## config.mk

```make
export PLATFORM = sky130hd
export DESIGN_NAME = frame_sampler
export DESIGN_NICKNAME = d
export VERILOG_FILES = /design/src/rtl/lcd_pkg.sv /design/src/rtl/frame_sampler_counter.sv /design/src/rtl/frame_sampler.sv
export SDC_FILE = /design/constraint.sdc
export NUM_CORES = 1
export LEC_CHECK = 0
export CAP_MARGIN = 5
export CORE_MARGIN = 2
export CORE_UTILIZATION = 41
export CTS_CLUSTER_DIAMETER = 120
export DETAILED_ROUTE_END_ITERATION = 8
export HOLD_SLACK_MARGIN = 0.08
export PLACE_DENSITY = 0.55
export SLEW_MARGIN = 20
export SYNTH_ARGS = -nofsm -noshare
export SYNTH_HDL_FRONTEND = slang
export SYNTH_SLANG_ARGS = --single-unit
```

## constraint.sdc

```tcl
create_clock -name clk -period 3.25 [get_ports clk]
set_input_delay 0.325 -clock clk [delete_from_list [all_inputs] [get_ports clk]]
set_output_delay 0.325 -clock clk [all_outputs]
set_load 0.05 [all_outputs]
```

## src/rtl/lcd_pkg.sv

```systemverilog
// Shared LCD frame-buffer geometry, sampling window constants and sampler FSM encoding.
package lcd_pkg;
   localparam int         COL_NUM   = 320;
   localparam int         ROW_NUM   = 240;
   localparam logic [16:0] PIXEL_NUM = 17'd76800;

   localparam int         WIN_X0    = 48;
   localparam int         WIN_Y0    = 8;
   localparam int         SCALE     = 8;
   localparam int         OUT_DIM   = 28;
   localparam int         WIN_DIM   = SCALE * OUT_DIM;
   localparam logic [6:0] THRESHOLD = 7'd16;

   typedef enum logic [2:0] {
      IDLE  = 3'd0,
      READ  = 3'd1,
      DRAIN = 3'd2,
      EMIT  = 3'd3,
      DONE  = 3'd4
   } state_t;

   // Frame-buffer address of window pixel (col, brow*SCALE + row).
   function automatic logic [16:0] win_addr(input logic [4:0] brow,
                                            input logic [2:0] row,
                                            input logic [7:0] col);
      logic [16:0] y;
      y = 17'(WIN_Y0) + 17'(brow) * 17'(SCALE) + 17'(row);
      return y * 17'(COL_NUM) + 17'(WIN_X0) + 17'(col);
   endfunction
endpackage

```

## src/rtl/frame_sampler_counter.sv

```systemverilog
// Enabled up-counter that wraps to zero after MAX_VALUE; asynchronous active-low clear.
module counter #(
   parameter int MAX_VALUE = 7,
   parameter int W         = $clog2(MAX_VALUE + 1)
) (
   input  logic         clk,
   input  logic         en,
   input  logic         reset,
   output logic [W-1:0] count
);
   always_ff @(posedge clk or negedge reset) begin
      if (!reset)
         count <= '0;
      else if (en)
         count <= (count == W'(MAX_VALUE)) ? '0 : count + 1'b1;
   end
endmodule

```

## src/rtl/frame_sampler.sv

```systemverilog
// Reduces a 224x224 window of the 1-bit LCD frame buffer to 28x28 white-pixel counts.
// Optional build macro FRAME_SAMPLER_THRESHOLD_EN binarises each output to 0 or 64.
module frame_sampler
   import lcd_pkg::*;
(
   input  logic        clk,
   input  logic        reset_n,
   input  logic        en,
   input  logic        start,
   output logic [16:0] ram_read_addr,
   input  logic        ram_q,
   output logic        pix_valid,
   output logic [6:0]  pix_data,
   output logic [9:0]  pix_idx,
   input  logic        pix_ready,
   output logic        busy,
   output logic        done
);
   state_t      state;
   logic [7:0]  col;
   logic [2:0]  row;
   logic [4:0]  bcol;
   logic [4:0]  brow;
   logic [7:0]  col_d_p1;
   logic        vld_p1;
   logic [6:0]  acc [OUT_DIM];
   logic [6:0]  cur;

   logic in_read, in_emit, accept;
   logic col_en, row_en, last_rd, last_b;

   assign in_read = (state == READ);
   assign in_emit = (state == EMIT);
   assign accept  = en && in_emit && pix_ready;
   assign col_en  = en && in_read;
   assign row_en  = col_en && (col == 8'(WIN_DIM - 1));
   assign last_rd = row_en && (row == 3'(SCALE - 1));
   assign last_b  = accept && (bcol == 5'(OUT_DIM - 1));

   // Counters always wrap back to zero at pass end, so IDLE finds them cleared.
   counter #(.MAX_VALUE(WIN_DIM - 1)) u_col  (.clk(clk), .en(col_en), .reset(reset_n), .count(col));
   counter #(.MAX_VALUE(SCALE - 1))   u_row  (.clk(clk), .en(row_en), .reset(reset_n), .count(row));
   counter #(.MAX_VALUE(OUT_DIM - 1)) u_bcol (.clk(clk), .en(accept), .reset(reset_n), .count(bcol));
   counter #(.MAX_VALUE(OUT_DIM - 1)) u_brow (.clk(clk), .en(last_b), .reset(reset_n), .count(brow));

   always_comb begin
      ram_read_addr = '0;
      if (in_read)
         ram_read_addr = win_addr(brow, row, col);
   end

   always_ff @(posedge clk or negedge reset_n) begin
      if (!reset_n) begin
         state     <= IDLE;
         pix_valid <= 1'b0;
         busy      <= 1'b0;
         done      <= 1'b0;
      end else if (en) begin
         case (state)
            IDLE: begin
               if (start) begin
                  state <= READ;
                  busy  <= 1'b1;
               end
            end
            READ: begin
               if (last_rd)
                  state <= DRAIN;
            end
            DRAIN: begin
               state     <= EMIT;
               pix_valid <= 1'b1;
            end
            EMIT: begin
               if (pix_ready && (bcol == 5'(OUT_DIM - 1))) begin
                  pix_valid <= 1'b0;
                  if (brow == 5'(OUT_DIM - 1)) begin
                     state <= DONE;
                     done  <= 1'b1;
                  end else begin
                     state <= READ;
                  end
               end
            end
            DONE: begin
               state <= IDLE;
               done  <= 1'b0;
               busy  <= 1'b0;
            end
            default: state <= IDLE;
         endcase
      end
   end

   // p1: read-data stage, aligned with the one-cycle frame-buffer latency
   always_ff @(posedge clk) begin
      if (en)
         col_d_p1 <= col;
   end

   always_ff @(posedge clk or negedge reset_n) begin
      if (!reset_n) begin
         vld_p1 <= 1'b0;
         for (int i = 0; i < OUT_DIM; i++)
            acc[i] <= '0;
      end else if (en) begin
         vld_p1 <= in_read;
         if (state == IDLE) begin
            for (int i = 0; i < OUT_DIM; i++)
               acc[i] <= '0;
         end else if (vld_p1 && ram_q) begin
            acc[col_d_p1[7:3]] <= acc[col_d_p1[7:3]] + 7'd1;
         end
         if (accept)
            acc[bcol] <= '0;
      end
   end

   assign cur     = acc[bcol];
   assign pix_idx = 10'(brow) * 10'(OUT_DIM) + 10'(bcol);

`ifdef FRAME_SAMPLER_THRESHOLD_EN
   assign pix_data = pix_valid ? ((cur >= THRESHOLD) ? 7'd64 : 7'd0) : 7'd0;
`else
   assign pix_data = pix_valid ? cur : 7'd0;
`endif
endmodule

```

==> flow_summary.toml, run 1 <==
[run_status]
status = "finished with violations"
violations = "setup timing"

[clock_tree]
path_clk_slew_ns = 0.06
cts_htree_levels = 1
clock_latency_ns = 0.58
clk_root_buffer_cell = "clkbuf_16"
cts_tree = "done"
cts_sinks = 229
cts_buffers = 27
cts_buffer_depth = 3

[power]
peakVddDrop_mv = 0.386
p_leak_nw = 7.50
finalPower_mw = 10.8
powerDensity_mw_per_mm2 = 581

[critical_path]
crit_family = "XOR/XNOR gates"
r2r_start = "col_d_p1[7]$_DFFE_PP_"
cp.depth = 12
crit_type = "reg2out"
critPathMaxFanout = 3
worstPathCellList = "ha_4 -> xor2_2 -> xnor2_2 -> ha_1 -> buf_4 -> a21o_4 -> a21oi_2 -> o211ai_1 -> nor4_4 -> xnor3_1 -> nor2_4 -> buf_12"
required_ns = 2.92
r2r_end = "acc[44]$_DFFE_PN0P_"
cp_slowest_cell = "dfrtp_1"
timing.critical_path.buf_inv = 2
critPathLaunchType = "register"
reg2reg_slack_ns = 0.07
max_stage_delay_ns = 0.42
critPathArrivalTime_ns = 3.45
crit_path_end = "ram_read_addr[16]"
startpoint = "u_brow.count[0]$_DFFE_PN0P_"
rr_worst_depth = 13
critPathCaptureType = "primary output"

[route]
viasPerCell = 6.24
vias = 13500
wl_microns = 55400
dr.first_iter.drc_count = 1415
ant_nets = 0
route.detailed.drc = 0
routedWlPerCell_microns = 25.7
firstDrtPassIters = 6

[global_routing]
grt-busiest-layer = "met2"
use_met3 = 0.0591
met2_usage = 0.445
grt_first_pass_wirelength_microns = 84100
grt_max_degree = 92
use_met1 = 0.396
grt_pass1_vias = 13200
grt_use_total = 0.291
overflow = 0
antenna_found_initial = 1

[synthesis]
syn_avg_cell_area_sq_um = 9.77
yosysSeqAreaShare = 0.380
synth.area.top_cells = "dfrtp_1 (37%), mux4_2 (11%), nand2_1 (6.1%)"
synthesis.instances = 1551
synth_most_common_cell = "nand2_1"
syn_area_sq_mm = 0.0152
synth_edf_count = 5
synth.top_cell.area_share = 0.370
synth_common_cells = "nand2_1 (248), dfrtp_1 (224), o21ai_0 (159)"
yosysTopAreaCell = "dfrtp_1"
yosys.cell_types.count = 65
yosys_warnings = 0
synth_nets = 1602
synth-seq-cells = 229
ys.flop_type = "dfrtp_1"
synthArstFlopShare = 0.978

[sta]
timing.final.crit_period_ns = 3.77
slew_violations = 0
finClkSkew_ns = 0.0394
fin_hold_ws_ns = 0.324
setup_tns_ns = -3.30
max_freq_ghz = 0.265
finalHoldViolations = 0
min_period_over_period = 1.16
final-setup-viol-count = 10
max_slew_margin = 0.420
timing.final.ws_setup_ns = -0.521
max_slew.worst_pin.slew_ns = 0.863
rsz0062_at_grt = "yes"

[placed_design]
dp_hpwl_microns = 39900
dpl_worst_slack_ns = -0.292
io_buffer_count = 42
gp_congestion = 0.945

[floorplanning]
ioPinCount = 43
fp.dieW_microns = 196
die-area_sq_mm = 0.0385
initial_core_util = 0.415
die_y_microns = 196
fp-row-count = 70
coreArea_sq_mm = 0.0365

[min_path]
hp-class = "in2async"

[final_layout]
fin_nets = 1722
antennaDiodeCount = 0
areaGrowthSynthToFinish_pct = 22.8
drive_gt1_frac = 0.256

[flow_run]
cap_violations = 0
-- how the worst min path moves through the flow --
stage | to | slack, ns | depth (start not counted) | startpoint
2_1_floorplan | acc[0]$_DFFE_PN0P_ | 0.03 | 0 | reset_n
3_3_place_gp | acc[104]$_DFFE_PN0P_ | 0.41 | 1 | reset_n
3_5_place_dp | acc[104]$_DFFE_PN0P_ | 0.41 | 1 | reset_n
4_1_cts | acc[104]$_DFFE_PN0P_ | 0.40 | 2 | reset_n
5_1_grt | acc[104]$_DFFE_PN0P_ | 0.41 | 2 | reset_n
6_report | acc[104]$_DFFE_PN0P_ | 0.32 | 2 | reset_n
-- sequential cells by signal, indices dropped and copies added (netlist names) --
register and count:
acc 196, state 3, u_row.count 3, vld_p1 1
u_bcol.count 5, u_brow.count 5, done 1, pix_valid 1
u_col.count 8, col_d_p1 5, busy 1
-- area by class of cell --
type | instances | area, sq um
Fill cell | 3296 | 17900
Multi-Input combinational cell | 1177 | 9160
Sequential cell | 229 | 5760
Timing Repair Buffer | 210 | 2060
Clock buffer | 35 | 746
Tap cell | 468 | 586
Clock inverter | 15 | 204
Inverter | 26 | 97.6
-- layout by cell type (no fill, tap or decap), types with 10 or more instances in the layout --
cell type,Yosys,final
a21oi_1,45,37
o311ai_1,12,12
nor2b_1,24,20
nor3_1,14,12
nor2_1,78,70
nand3_1,46,43
mux2_2,18,18
ha_1,38,31
xor2_1,18,10
a22oi_1,29,24
or3_1,22,22
inv_1,25,22
o211ai_1,25,25
clkdlybuf4s50_1,0,17
clkbuf_16,0,28
dfrtp_1,224,222
mux4_2,74,74
mux2i_1,52,52
a211oi_1,29,28
nand2_1,248,247
nand4_1,28,28
o221ai_1,30,29
or2_0,13,13
o31ai_2,12,12
buf_6,11,11
o21ai_0,159,156
buf_12,0,25
buf_4,9,148
a211o_1,20,20
-- logic make-up after synthesis --
logic type | synth area share
and+or+nand+nor | 0.165
AOI/OAI and AO/OA | 0.190
DFF | 0.380
buffers and inverters | 0.0451
muxes | 0.158
adders and majority gates | 0.0406
xor gates and xnor gates | 0.0206
-- per-stage QoR --
| step | area [sq um] | utilization | instances |
|---|---|---|---|
| global route | 18600 | 0.509 | 2160 |
| CTS | 18300 | 0.502 | 2150 |
| detailed placement | 17000 | 0.464 | 2083 |
| floorplan | 15200 | - | 1551 |
| global placement | 17000 | 0.464 | 2083 |
| finish | 18600 | 0.509 | 2160 |
-- per-layer routing --
layer,part of all wire,up-vias
met1,0.42,6769
li1,-,6004
met2,0.45,558
met3,0.079,146
met5,0,-
met4,0.052,0
-- where the power goes --
| group | switching [mW] | internal [mW] | total [mW] | leakage, nW |
|---|---|---|---|---|
| Clock | 1.30 | 2.01 | 3.31 | 0.468 |
| Sequential | 0.280 | 3.07 | 3.34 | 3.14 |
| Combinational | 2.58 | 1.58 | 4.16 | 3.90 |
| Total | 4.16 | 6.65 | 10.8 | 7.50 |
-- what timing repair did --
| item | 4_1_cts | 5_1_grt |
|---|---|---|
| buffers inserted | 22 | 12 |
| gates cloned | 2 | 0 |
| resized for setup | 57 | 39 |
| hold buffers | 1 | 0 |
| pin swaps | 29 | 21 |
| setup endpoints to repair | 21 | 56 |
| endpoints found under the hold margin | 88 | 0 |
No activity file was read; power rests on OpenSTA's default activity.
==> inputs of run 2 (changes only) <==
--- a/config.mk
+++ b/config.mk
@@ -15,4 +15,5 @@
 export SLEW_MARGIN = 20
 export SYNTH_ARGS = -nofsm -noshare
 export SYNTH_HDL_FRONTEND = slang
+export SYNTH_HIERARCHICAL = 1
 export SYNTH_SLANG_ARGS = --single-unit
==> flow_summary.toml, run 2 <==
[run_status]
status = "finished with violations"
violations = "setup timing"

[route]
dr.first_iter.drc_count = 1085
routedWlPerCell_microns = 26.0
ant_nets = 0
vias = 12700
route.detailed.drc = 0
wl_microns = 52100
viasPerCell = 6.32
firstDrtPassIters = 5

[synthesis]
synthesis.instances = 1393
synth.top_cell.area_share = 0.374
synth-seq-cells = 229
syn_area_sq_mm = 0.0150
synth_edf_count = 5
syn_avg_cell_area_sq_um = 10.7
yosys.cell_types.count = 88
synth_nets = 1442
synthArstFlopShare = 0.978
synth_most_common_cell = "dfrtp_1"
synth_common_cells = "dfrtp_1 (224), nand2_1 (213), a22o_1 (104)"
synth.area.top_cells = "dfrtp_1 (37%), mux4_2 (14%), a22o_1 (6.1%)"
ys.flop_type = "dfrtp_1"
yosysSeqAreaShare = 0.384
yosysTopAreaCell = "dfrtp_1"
yosys_warnings = 6

[clock_tree]
cts_buffer_depth = 3
cts_htree_levels = 1
cts_tree = "done"
cts_buffers = 28
cts_sinks = 229
clk_root_buffer_cell = "clkbuf_16"
clock_latency_ns = 0.57
path_clk_slew_ns = 0.06

[final_layout]
fin_nets = 1574
multiInputGateArea_sq_mm = 0.00895
n_fill_cell = 3262
largest_register_ffs = 196
stdcell_area_sq_mm = 0.0185
largest_register = "acc"
reg.largest.list = "acc: 196 flops, u_col/count: 8 flops"
mostFrequentLayoutCell = "dfrtp_1"
final_cell_mix = "dfrtp_1 (218), nand2_1 (210), buf_4 (141)"
antennaDiodeCount = 0
ff_latch_area_sq_mm = 0.00577
areaGrowthSynthToFinish_pct = 23.4
instances_no_fill = 2004
drive_gt1_frac = 0.285

[global_routing]
grt_max_degree = 72
overflow = 0
grt_use_total = 0.276
antenna_found_initial = 1
grt_first_pass_wirelength_microns = 80300
grt_pass1_vias = 12800

[power]
peakVddDrop_mv = 0.451
powerDensity_mw_per_mm2 = 476
p_leak_nw = 7.87
finalPower_mw = 8.80

[sta]
setup_tns_ns = -2.58
slew_violations = 0
final-setup-viol-count = 9
max_slew_margin = 0.458
timing.final.crit_period_ns = 3.72
max_freq_ghz = 0.269
rsz0062_at_grt = "yes"
finalHoldViolations = 0
finClkSkew_ns = 0.0152
timing.final.ws_setup_ns = -0.468
min_period_over_period = 1.14
max_slew.worst_pin.slew_ns = 0.812

[critical_path]
max_stage_delay_ns = 0.44
required_ns = 2.92
r2r_start = "col_d_p1[3]$_DFFE_PP_"
critPathArrivalTime_ns = 3.39
crit_type = "reg2out"
cp_slowest_cell = "dfrtp_2"
worstPathCellList = "ha_4 -> ha_4 -> inv_2 -> fa_2 -> nor2b_4 -> o21a_1 -> nor2_1 -> o21a_1 -> xnor2_2 -> buf_4 -> o32ai_4 -> nand2_4 -> buf_12"
critPathMaxFanout = 3
critPathLaunchType = "register"
reg2reg_slack_ns = 0.14
rr_worst_depth = 9
critPathCaptureType = "primary output"
r2r_end = "acc[6]$_DFFE_PN0P_"

[flow_run]
cap_violations = 0

[placed_design]
place_area_sq_mm = 0.0167
dp_cells = 1927
gp_congestion = 0.924
io_buffer_count = 42
dp_hpwl_microns = 37100

[floorplanning]
die_y_microns = 195
fp.dieW_microns = 195
fp-row-count = 69
ioPinCount = 43
initial_core_util = 0.419
coreArea_sq_mm = 0.0357
die-area_sq_mm = 0.0381

[min_path]
hp-class = "in2async"
run 2: changes by cell type after synthesis, sizes merged, moves of 27 or more:
cell / delta
a22o: +100
o21ai: -79
a21oi: -35
nand2: -33
mux2i: -30
clkbuf: -27
run 2: what timing repair did:
item | 4_1_cts | 5_1_grt
pin swaps | 41 | 27
hold buffers | 1 | 0
gates cloned | 1 | 0
setup endpoints to repair | 17 | 14
setup buffers | 21 | 9
hold endpoints to repair | 68 | 0
resized for setup | 61 | 24
run 2: stage by stage:
| stage | setup WS [ns] | hold slack [ns] | util |
|---|---|---|---|
| floorplan | -0.104 | 0.0294 | - |
| global placement | 0.0461 | 0.346 | 0.469 |
| detailed placement | -0.0377 | 0.343 | 0.469 |
| CTS | -0.459 | 0.337 | 0.511 |
| global route | -0.585 | 0.369 | 0.517 |
| finish | -0.468 | 0.339 | 0.517 |
run 2: critical path, delay by kind of cell, from the launching register on:
kind                     cells  cell delay (ns)
buffers and inverters        3             0.34
adder cells (fa/ha/maj)      3             0.96
AO/OA/AOI/OAI                3             0.67
flip-flops                   1             0.44
AND/OR/NAND/NOR              3             0.27
XOR/XNOR                     1             0.15
run 2: kinds of logic (layout without fill, tap and decap cells):
family,after synthesis,after routing,synth area share
AO/OA/AOI/OAI,385,385,0.194
XOR/XNOR,31,31,0.0191
adder cells (fa/ha/maj),43,43,0.0395
buffers and inverters,134,284,0.0508
flip-flops,229,229,0.384
multiplexers,128,128,0.164
AND/OR/NAND/NOR,443,443,0.148
run 2: final cells by class:
| type | count | share of cell area |
|---|---|---|
| tap | 461 | 0.0312 |
| clock buffer | 39 | 0.0424 |
| multi-input combinational | 1030 | 0.484 |
| sequential | 229 | 0.312 |
| inverter | 29 | 0.00617 |
| clock inverter | 9 | 0.00949 |
| timing repair buffer | 207 | 0.114 |
run 2: routing by layer:
metal | global-route usage | vias up | wire length [microns]
met5 | 0 | - | 0
met4 | 0.0916 | 0 | 1830
met3 | 0.0561 | 126 | 3970
met2 | 0.434 | 515 | 23900
met1 | 0.382 | 6418 | 22400
li1 | - | 5601 | -
run 2: how the worst max path moves through the flow:
stage | startpoint | to | slack [ns] | depth (start not counted)
3_3_place_gp | u_brow/count[1]$_DFFE_PN0P_ | ram_read_addr[16] | 0.05 | 12
6_report | u_brow/count[1]$_DFFE_PN0P_ | ram_read_addr[16] | -0.47 | 13
4_1_cts | u_brow/count[1]$_DFFE_PN0P_ | ram_read_addr[16] | -0.46 | 12
2_1_floorplan | u_bcol/count[1]$_DFFE_PN0P_ | pix_data[3] | -0.10 | 8
5_1_grt | u_brow/count[1]$_DFFE_PN0P_ | ram_read_addr[16] | -0.59 | 13
3_5_place_dp | u_brow/count[2]$_DFFE_PN0P_ | ram_read_addr[16] | -0.04 | 12
run 2: where the power goes:
| group | internal, mW | switching [mW] |
|---|---|---|
| sequential | 2.96 | 0.152 |
| clock | 2.06 | 1.28 |
| combinational | 0.772 | 1.58 |
| total | 5.79 | 3.01 |
==> inputs of run 3 (changes only) <==
--- a/config.mk
+++ b/config.mk
@@ -5,13 +5,14 @@
 export SDC_FILE = /design/constraint.sdc
 export NUM_CORES = 1
 export LEC_CHECK = 0
+export ABC_AREA = 1
 export CAP_MARGIN = 5
 export CORE_MARGIN = 2
 export CORE_UTILIZATION = 41
 export CTS_CLUSTER_DIAMETER = 120
 export DETAILED_ROUTE_END_ITERATION = 8
 export HOLD_SLACK_MARGIN = 0.08
-export PLACE_DENSITY = 0.55
+export PLACE_DENSITY = 0.66
 export SLEW_MARGIN = 20
 export SYNTH_ARGS = -nofsm -noshare
 export SYNTH_HDL_FRONTEND = slang
==> flow_summary.toml, run 3 <==
[run_status]
status = "finished with violations"
violations = "setup timing"

[critical_path]
crit_family = "adder cells"
critPathCaptureType = "primary output"
critPathLaunchType = "register"
timing.critical_path.buf_inv = 3
worstPathCellList = "buf_6 -> fa_1 -> ha_2 -> fa_2 -> a21oi_2 -> o21ai_2 -> xor2_2 -> buf_4 -> xnor2_4 -> buf_12"
critPathArrivalTime_ns = 3.22
cp_slowest_cell = "fa_1"
max_stage_delay_ns = 0.49
crit_type = "reg2out"
required_ns = 2.92
critPathMaxFanout = 4

[global_routing]
overflow = 0
use_met3 = 0.0622
grt_first_pass_wirelength_microns = 94100
grt_max_degree = 94
use_met1 = 0.384
grt_use_total = 0.286
grt_pass1_vias = 16800
grt-busiest-layer = "met2"
antenna_found_initial = 0
met2_usage = 0.438

[final_layout]
antennaDiodeCount = 0
drive_gt1_frac = 0.147
reg.largest.list = "acc: 196 flops, u_col/count: 8 flops"
largest_register = "acc"
stdcell_area_sq_mm = 0.0195
final_cell_mix = "nand2_1 (858), inv_1 (252), dfrtp_1 (220)"
largest_register_ffs = 196
fin_nets = 2589
final_core_util = 0.492
areaGrowthSynthToFinish_pct = 18.4
mostFrequentLayoutCell = "nand2_1"

[route]
route.detailed.drc = 0
viasPerCell = 5.69
ant_nets = 0
firstDrtPassIters = 6
routedWlPerCell_microns = 19.6
vias = 17600
wl_microns = 60600
dr.first_iter.drc_count = 2002

[sta]
timing.final.crit_period_ns = 3.55
max_freq_ghz = 0.282
rsz0062_at_grt = "yes"
setup_tns_ns = -2.29
finClkSkew_ns = 0.0165
final-setup-viol-count = 9
fin_hold_ws_ns = 0.351
max_slew_margin = 0.305
timing.final.ws_setup_ns = -0.298
max_slew.worst_pin.slew_ns = 1.04
finalHoldViolations = 0
min_period_over_period = 1.09
slew_violations = 0

[synthesis]
synthesis.instances = 2459
syn_area_sq_mm = 0.0165
synth.top_cell.area_share = 0.340
yosysTopAreaCell = "dfrtp_1"
synth_most_common_cell = "nand2_1"
synth_nets = 2508
syn_avg_cell_area_sq_um = 6.71
yosys.cell_types.count = 55
synthArstFlopShare = 0.978
synth.area.top_cells = "dfrtp_1 (34%), nand2_1 (20%), a21oi_1 (6.4%)"
yosysSeqAreaShare = 0.349
yosys_warnings = 6
synth_common_cells = "nand2_1 (869), inv_1 (258), dfrtp_1 (224)"
synth-seq-cells = 229
ys.flop_type = "dfrtp_1"
synth_edf_count = 5

[clock_tree]
cts_sinks = 229
clk_root_buffer_cell = "clkbuf_16"
cts_htree_levels = 1
cts_buffers = 27
cts_tree = "done"
clock_latency_ns = 0.57
cts_buffer_depth = 3
path_clk_slew_ns = 0.07

[placed_design]
io_buffer_count = 42
dp_hpwl_microns = 40000
gp_congestion = 0.950
place_area_sq_mm = 0.0179

[power]
powerDensity_mw_per_mm2 = 514
p_leak_nw = 8.83
finalPower_mw = 10.0
peakVddDrop_mv = 0.532

[flow_run]
cap_violations = 0

[floorplanning]
die-area_sq_mm = 0.0419
fp-row-count = 73
ioPinCount = 43
fp.dieW_microns = 205
initial_core_util = 0.415
coreArea_sq_mm = 0.0397
die_y_microns = 205

[min_path]
hp-class = "in2async"
run 3: changes by cell type after synthesis, sizes merged, moves of 25 or more:
| cell | previous run | this run |
|---|---|---|
| a21oi | 11 | 210 |
| o211ai | 31 | 0 |
| a211oi | 29 | 2 |
| inv | 29 | 288 |
| o221a | 0 | 25 |
| nor2 | 62 | 183 |
| nand2 | 215 | 888 |
| mux4 | 92 | 0 |
| a22o | 104 | 2 |
| nand3 | 24 | 83 |
| o31ai | 29 | 2 |
| o22ai | 6 | 94 |
| o21ai | 82 | 198 |
run 3: cell type report:
| class | count | area (sq um) |
|---|---|---|
| fillers | 3932 | 20200 |
| multi-input cells | 1830 | 9550 |
| flip-flops and latches | 229 | 5760 |
| repair buffers | 154 | 1540 |
| inverters | 298 | 1120 |
| clock buffers | 38 | 767 |
| well taps | 525 | 657 |
| clock inverters | 12 | 146 |
run 3: final timing paths:
check / startpoint / endpoint / slack [ns] / cells after the start
worst max-delay path: u_brow/count[0]$_DFFE_PN0P_ / pix_idx[8] / -0.30 / 10
worst min-delay path: reset_n / acc[139]$_DFFE_PN0P_ / 0.35 / 2
worst max register to register: col_d_p1[3]$_DFFE_PP_ / acc[114]$_DFFE_PN0P_ / 0.18 / 14
worst min register to register: acc[108]$_DFFE_PN0P_ / acc[108]$_DFFE_PN0P_ / 0.48 / 2
max in group asynchronous: reset_n / u_bcol/count[1]$_DFFE_PN0P_ / 2.02 / 3
min in group clk: start / busy$_DFFE_PN0P_ / 0.39 / 3
run 3: what timing repair did:
item,4_1_cts,5_1_grt
hold endpoints to repair,73,0
pin swaps,32,25
cloned,0,0
buffers inserted,21,11
hold buffers,2,0
setup endpoints to repair,17,59
gates resized for setup,63,34
run 3: per-stage QoR:
stage                     setup slack (ns)  std cells
final                               -0.298       3086
after global routing                -0.435       3086
after CTS                           -0.288       3075
after detailed placement            0.0422       3002
after global placement              0.0603       3002
after floorplan                     -0.333       2459
run 3: kinds of logic (layout without fill, tap and decap cells):
family | after synthesis | in the layout | share of synthesized area
flip-flops | 229 | 229 | 0.349
XOR/XNOR | 23 | 23 | 0.0133
AO/OA/AOI/OAI | 574 | 574 | 0.199
multiplexers | 3 | 3 | 0.00205
buffers and inverters | 400 | 502 | 0.100
AND/OR/NAND/NOR | 1187 | 1187 | 0.301
adder cells (fa/ha/maj) | 43 | 43 | 0.0358
run 3: metal layers:
layer | vias to the layer above | routed length (microns)
li1 | 8170 | -
met3 | 198 | 6630
met4 | 0 | 3010
met5 | - | 0
met2 | 1024 | 26600
met1 | 8167 | 24400
run 3: report_power, final:
part           switching, mW  internal, mW
combinational           2.75         0.949
sequential             0.169          2.99
clock                   1.31          1.88
